File: config.mk
export PLATFORM = sky130hd
export DESIGN_NAME = trng_seed_collector
export DESIGN_NICKNAME = d
export VERILOG_FILES = /design/src/rtl/trng_seed_collector.sv
export SDC_FILE = /design/constraint.sdc
export NUM_CORES = 1
export LEC_CHECK = 0
export ABC_AREA = 1
export BUFFER_PORTS_ARGS = -buffer_cell sky130_fd_sc_hd__buf_2
export CORE_ASPECT_RATIO = 1.5
export CORE_MARGIN = 2
export CORE_UTILIZATION = 40
export DETAILED_ROUTE_END_ITERATION = 8
export PLACE_DENSITY_LB_ADDON = 0.2
export SLEW_MARGIN = 20
export SYNTH_ARGS = -nofsm -noshare
export SYNTH_HDL_FRONTEND = slang
export SYNTH_SLANG_ARGS = --single-unit
File: constraint.sdc
create_clock -name clk -period 4.7 [get_ports clk]
set_clock_uncertainty 0.05 [all_clocks]
set_input_delay 0.47 -clock clk [delete_from_list [all_inputs] [get_ports clk]]
set_output_delay 0.47 -clock clk [all_outputs]
set_load 0.05 [all_outputs]
File: src/rtl/trng_seed_collector.sv
// Purpose: assembles NWORD entropy words into one W*NWORD-bit seed per request and runs a repetition-count health test.
// Latency: one cycle from an accepted request to COLLECT, then one cycle per accepted word; res_valid rises the cycle after the last word.
// Backpressure: one request at a time (req_ready only in IDLE); a finished seed is held in DONE until res_ready.
//
// Ports:
//   clk, rstn              clock (rising edge) and synchronous active-low reset
//   word_valid, word_in    entropy source; a word is taken on the rising edge of word_valid while collecting
//   req_valid, req_ready   seed request handshake; req_busy is high while words are being collected
//   res_valid, res_ready   seed result handshake; seed carries the first accepted word in its MSBs
//   health_err             one-cycle pulse in the cycle a word completes a run of RCT_LIMIT identical words
//   fail_count             saturating count of health failures since reset
module trng_seed_collector #(
    parameter int W         = 16,
    parameter int NWORD     = 8,
    parameter int RCT_LIMIT = 4
) (
    input  logic                 clk,
    input  logic                 rstn,
    input  logic                 word_valid,
    input  logic [W-1:0]         word_in,
    input  logic                 req_valid,
    output logic                 req_ready,
    output logic                 req_busy,
    output logic                 res_valid,
    input  logic                 res_ready,
    output logic [W*NWORD-1:0]   seed,
    output logic                 health_err,
    output logic [7:0]           fail_count
);

    localparam int SW = W * NWORD;
    localparam int CW = $clog2(NWORD + 1);
    localparam int RW = $clog2(RCT_LIMIT + 1);

    typedef enum logic [1:0] {
        IDLE    = 2'd0,
        COLLECT = 2'd1,
        DONE    = 2'd2
    } state_t;

    state_t          state_q;
    state_t          state_d;

    logic            wv_q;        // word_valid history for edge detection
    logic [CW-1:0]   wcnt_q;      // accepted words in the current attempt
    logic [RW-1:0]   rcnt_q;      // length of the current run of identical words
    logic [RW-1:0]   rcnt_nxt;
    logic [W-1:0]    prev_q;      // last accepted word
    logic            prev_vld_q;  // prev_q is meaningful for the repetition test
    logic [SW-1:0]   seed_q;
    logic [7:0]      fail_q;

    logic            accept;
    logic            rct_fail;
    logic            last_word;

    // Only a fresh rising edge of word_valid counts, and only while collecting;
    // edges seen in IDLE/DONE still update wv_q but are otherwise dropped.
    assign accept    = (state_q == COLLECT) && word_valid && !wv_q;
    assign last_word = (wcnt_q == CW'(NWORD - 1));

    always_comb begin
        rcnt_nxt = RW'(1);
        if (prev_vld_q && (word_in == prev_q)) begin
            rcnt_nxt = rcnt_q + RW'(1);
        end
    end

    assign rct_fail = accept && (rcnt_nxt == RW'(RCT_LIMIT));

    // State register
    always_ff @(posedge clk) begin
        if (!rstn) begin
            state_q <= IDLE;
        end else begin
            state_q <= state_d;
        end
    end

    // Next-state logic; a health failure on the final word keeps us in COLLECT
    always_comb begin
        state_d = state_q;
        case (state_q)
            IDLE: begin
                if (req_valid) begin
                    state_d = COLLECT;
                end
            end
            COLLECT: begin
                if (accept && !rct_fail && last_word) begin
                    state_d = DONE;
                end
            end
            DONE: begin
                if (res_ready) begin
                    state_d = IDLE;
                end
            end
            default: state_d = IDLE;
        endcase
    end

    assign req_ready  = (state_q == IDLE);
    assign req_busy   = (state_q == COLLECT);
    assign res_valid  = (state_q == DONE);
    assign health_err = rct_fail;
    assign seed       = seed_q;
    assign fail_count = fail_q;

    // Datapath
    always_ff @(posedge clk) begin
        if (!rstn) begin
            wv_q       <= 1'b0;
            wcnt_q     <= '0;
            rcnt_q     <= '0;
            prev_q     <= '0;
            prev_vld_q <= 1'b0;
            seed_q     <= '0;
            fail_q     <= '0;
        end else begin
            wv_q <= word_valid;
            if ((state_q == IDLE) && req_valid) begin
                wcnt_q     <= '0;
                rcnt_q     <= '0;
                prev_vld_q <= 1'b0;
            end else if (accept) begin
                // Shift form keeps this legal even when NWORD == 1
                seed_q <= (seed_q << W) | SW'(word_in);
                if (rct_fail) begin
                    // Restart the whole collection; the next NWORD words overwrite the seed
                    wcnt_q     <= '0;
                    rcnt_q     <= '0;
                    prev_vld_q <= 1'b0;
                    if (fail_q != 8'hFF) begin
                        fail_q <= fail_q + 8'd1;
                    end
                end else begin
                    wcnt_q     <= wcnt_q + CW'(1);
                    rcnt_q     <= rcnt_nxt;
                    prev_q     <= word_in;
                    prev_vld_q <= 1'b1;
                end
            end
        end
    end

endmodule

* After elaboration in Yosys (flattened, before gate mapping)
Index checks and enable logic that the tools add are counted.
Word-level totals: bits in writable memories 0, register bits 163, latch bits 0, ROM bits 0, memories kept 0
Cells by class: shift-type cells 0, order comparisons 0, equality and inequality tests 9, divide/modulo/power cells 0, multiply operators 0, reductions and logical operators 15, bitwise operators 4, add/sub/neg operators 3, muxes and demuxes 8
Operators by type and width (number):
- $or 128x16->128 | 1
- $eq 16x16->1 | 1
- $add 8x1->8 const B | 1
- $ne 8x8->1 const B | 1
- $logic_and 1x1->1 | 7
- $mux 2 | 3
- $mux 3 | 2
- $pmux 2 s3 | 1
- $reduce_and 3->1 | 2
- $add 4x1->4 const B | 1
- $eq 4x3->1 const B | 1
- $mux 4 | 1
- $ne 2x1->1 const B | 2
- $reduce_and 4->1 | 1
- $add 3x1->3 const B | 1
- $eq 3x3->1 const B | 1
- $not 1->1 | 3
- $eq 2x1->1 const B | 1
- $eq 2x2->1 const B | 1
- $logic_not 1->1 | 2
- $logic_not 2->1 | 1
- $ne 2x2->1 const B | 1
- $reduce_and 2->1 | 1
- $reduce_or 2->1 | 1
- $mux 1 | 1

* Longest topological paths before layout
word-level depth 10, gate-level depth with buffers 13, depth with buffers taken out 13

* Least setup slack after synthesis
Ideal clock, no wire load.
path type input port to flip-flop, start input port word_in[12], end register fail_q[2] (netlist: fail_count[2]), path buffers 0, arrival time 2.339 ns, data required time 4.533 ns, cell stages on the path 10, library setup time 0.117 ns, path slack 2.194 ns, cells stage by stage xnor2_1 nand2_1 nor2_1 nand3_1 nor2_4 nand3_2 nor2_1 nand2_1 o21ai_0 nor2_1
On the way: longest elaborated chain between the ends 6
Ends and longest elaborated chain:
- from (decl) | line 20 | input logic [W-1:0] word_in,
- $eq 16x16->1 | line 64 | if (prev_vld_q && (word_in == prev_q)) begin
- $logic_and 1x1->1 | line 64
- $mux 3 | line 64
- $eq 3x3->1 | line 69 | assign rct_fail = accept && (rcnt_nxt == RW'(RCT_LIMIT));
- $logic_and 1x1->1 | line 69
- net health_err | line 27 | output logic health_err,
- $reduce_and 4->1 (no source line)
- to (signal assigned) | line 135 | fail_q <= fail_q + 8'd1;
- to (decl) | line 51 | logic [7:0] fail_q;
The timed path passes the listed nets, and every way through them passes these cells. A chain may end at the register's enable or synchronous reset.

* Final worst setup path
start register prev_q[12], end output port health_err
On the way: longest elaborated chain between the ends 5
Ends and longest elaborated chain:
- from (decl) | line 48 | logic [W-1:0] prev_q;
- from (signal assigned) | line 140 | prev_q <= word_in;
- $eq 16x16->1 | line 64
- $logic_and 1x1->1 | line 64
- $mux 3 | line 64
- $eq 3x3->1 | line 69
- $logic_and 1x1->1 | line 69
- to (decl) | line 27
No other way between the ends.

==> out/qor.yml <==
vias: 5902
timing.final.crit_share_pct: 61.40
antenna_found_initial: 0
core_area_mm2: 0.01555
power_w: 0.003340
fp.dieH_um: 158.2
path_cells: "xnor2_1, nand2_1, nor2_1, nand3_1, nor2_4, nand3_2, nor2_1, buf_2"
grt_util_all_layers_pct: 20.34
first_pass_iters: 4
synth_cells: 867
critPathKind: "register to output pin"
nets: 1025
min_path_type: "input pin to register"
p_int_w: 0.002304
wire_per_inst_um: 14.30
ctsHoldBuffers: 0
cts.clk_slew.worst_paths_ns: 0.06
p_sw_share_pct: 31.01
relSlewSlack_pct: 42.42
drtIter0Drc: 294
root_buffer: "clkbuf_16"
via_per_inst: 4.854
p_leak_nw: 3.986
port_buffers: 160
cts_tree: "done"
clockBufferDepth: 2
final_common_cell: "nor2_1"
ant_nets: 0
numClockSinks: 163
ys_seq_elements: 163
maxSlewViolCount: 0
tightest_slew_ns: 0.8637
r2r-end: "fail_count[7]"
final_cell_mix: "272 x nor2_1, 163 x dfxtp_1, 159 x buf_2"
synth_area_per_cell_um2: 7.309
comb_power_share_pct: 14.7
antenna_cells: 0
worstRegToRegCells: 7
die_width_um: 106.8
yosys_warnings: 0
synth.distinct_cells: 28
fmax_mhz: 346.5
end_kind: "output pin"
initial_core_util_pct: 40.74
cap_violations: 0
worstPathRequired_ns: 4.18
tns_ns: 0
dp.cells: 1185
io_pins: 161
clk_latency_ns: 0.41
setup_violations: 0
dp_hpwl_um: 11710
pwr-share-clk_pct: 40.1
status: "completed"
cp_slowest_stage_delay_ns: 0.37
grt_max_degree: 93
power.switching_w: 0.001036
hold_viol: 0
cts_setup_buffers: 0
htreeDepth: 4
row_count: 56
ys_seq_area_share_pct: 51.49
gr-total-overflow: 0
grt_pass1_wl_um: 27120
crit_start: "prev_q[12]"
r2r_slack_ns: 2.05
worstPathArrival_ns: 2.37
path_common_cell: "nor2_1"
power.density_mw_per_mm2: 428.2
place_congestion: 0.8498
area_growth_pct: 23.08
drc: 0
cp_max_fo: 7
grt_pass1_vias: 5285
ir_worst_vdd_uv: 223.6
cts_inserted_buffers: 17
syn-num-nets: 891
endpoint: "health_err"
cts_resized: 0
routed_wl_um: 17390
syn_area_mm2: 0.006337
fin_crit_ns: 2.886
cp-start-kind: "register"
instances_no_fill: 1216
reg2reg_from: "state_q[0]"
post-route-util_pct: 50.14
pwr-share-seq_pct: 45.2
drive_above_1_share_pct: 19.84
dieArea_mm2: 0.01689
cpMaxStageDelayCell: "xnor2_1"
rsz0062_at_grt: "no"
power groups by stage:
stage	registers (W)	clock network [W]	logic [W]
3_3_place_gp	0.00154	0	0.000491
4_1_cts	0.00151	0.00138	0.000495
5_1_grt	0.00152	0.00143	0.000536
2_1_floorplan	0.00174	0	0.000163
6_report	0.00151	0.00134	0.000492
3_5_place_dp	0.00154	0	0.000494
synth_stat cells, drive strengths merged:
library cell | n | share of area (%)
a211oi | 1 | 0.12
a21oi | 40 | 3.2
a31oi | 1 | 0.099
and2 | 1 | 0.099
buf | 7 | 0.57
clkbuf | 42 | 2.5
dfxtp | 163 | 51
ha | 3 | 0.59
inv | 55 | 3.3
nand2 | 87 | 5.2
nand3 | 12 | 1.0
nand3b | 2 | 0.24
nand4 | 13 | 1.3
nor2 | 273 | 16
nor3 | 4 | 0.39
nor4 | 1 | 0.34
o211ai | 1 | 0.12
o21ai | 152 | 12
xnor2 | 5 | 0.69
xor2 | 4 | 0.55
per-stage QoR:
stage | hold WS (ns) | instance area (um2) | setup slack, ns
2_1_floorplan | 0.3937 | 6337 | 2.194
3_3_place_gp | 0.4035 | 7233 | 1.977
3_5_place_dp | 0.4080 | 7233 | 1.961
4_1_cts | 0.1950 | 7800 | 1.795
5_1_grt | 0.2255 | 7800 | 1.659
6_report | 0.2087 | 7800 | 1.814
per-layer routing:
layer / wire length [um] / vias up / GRT usage [%] / part of all wire [%]
met1: 7654 / 2683 / 25.00 / 44
li1: - / 3056 / - / -
met2: 8768 / 138 / 35.49 / 50
met5: 0 / - / 0 / 0
met3: 654 / 25 / 3.788 / 3.8
met4: 312 / 0 / 7.174 / 1.8
cells by family after synthesis:
kind of cell | Yosys count | synth area share [%]
AOI/OAI and AO/OA | 195 | 15.50
buffers and inverters | 104 | 6.318
DFF | 163 | 51.49
and+or+nand+nor | 393 | 24.86
xor gates and xnor gates | 9 | 1.244
adders and majority gates | 3 | 0.5924
sequential cells by signal, indices dropped and copies added, names as in the netlist:
signal	flops
wv_q	1
rcnt_q	3
state_q	2
prev_vld_q	1
wcnt_q	4
prev_q	16
seed	128
fail_count	8
critical path: cells and delay by family (launching register included):
family                    cells  cell delay (ns)
and+or+nand+nor               6             0.96
buffers and inverters         1             0.30
xor gates and xnor gates      1             0.37
DFF                           1             0.32
worst min path at each step:
stage                      endpoint  startpoint  slack, ns  cells past startpoint
after floorplan           prev_q[1]   prev_q[1]       0.39                      2
after global placement    prev_q[4]   prev_q[4]       0.40                      2
after detailed placement  prev_q[3]   prev_q[3]       0.41                      2
after CTS                      wv_q  word_valid       0.20                      3
after global routing           wv_q  word_valid       0.23                      3
final                          wv_q  word_valid       0.21                      3
layout make-up:
| type | count | area, um2 |
|---|---|---|
| flip-flops and latches | 163 | 3263 |
| fillers | 1653 | 7755 |
| inverters | 55 | 209.0 |
| repair buffers | 164 | 833.3 |
| well taps | 203 | 254.0 |
| clock inverters | 14 | 141.4 |
| clock buffers | 17 | 425.4 |
| multi-input cells | 600 | 2674 |
(Power assumes the default switching activity.)
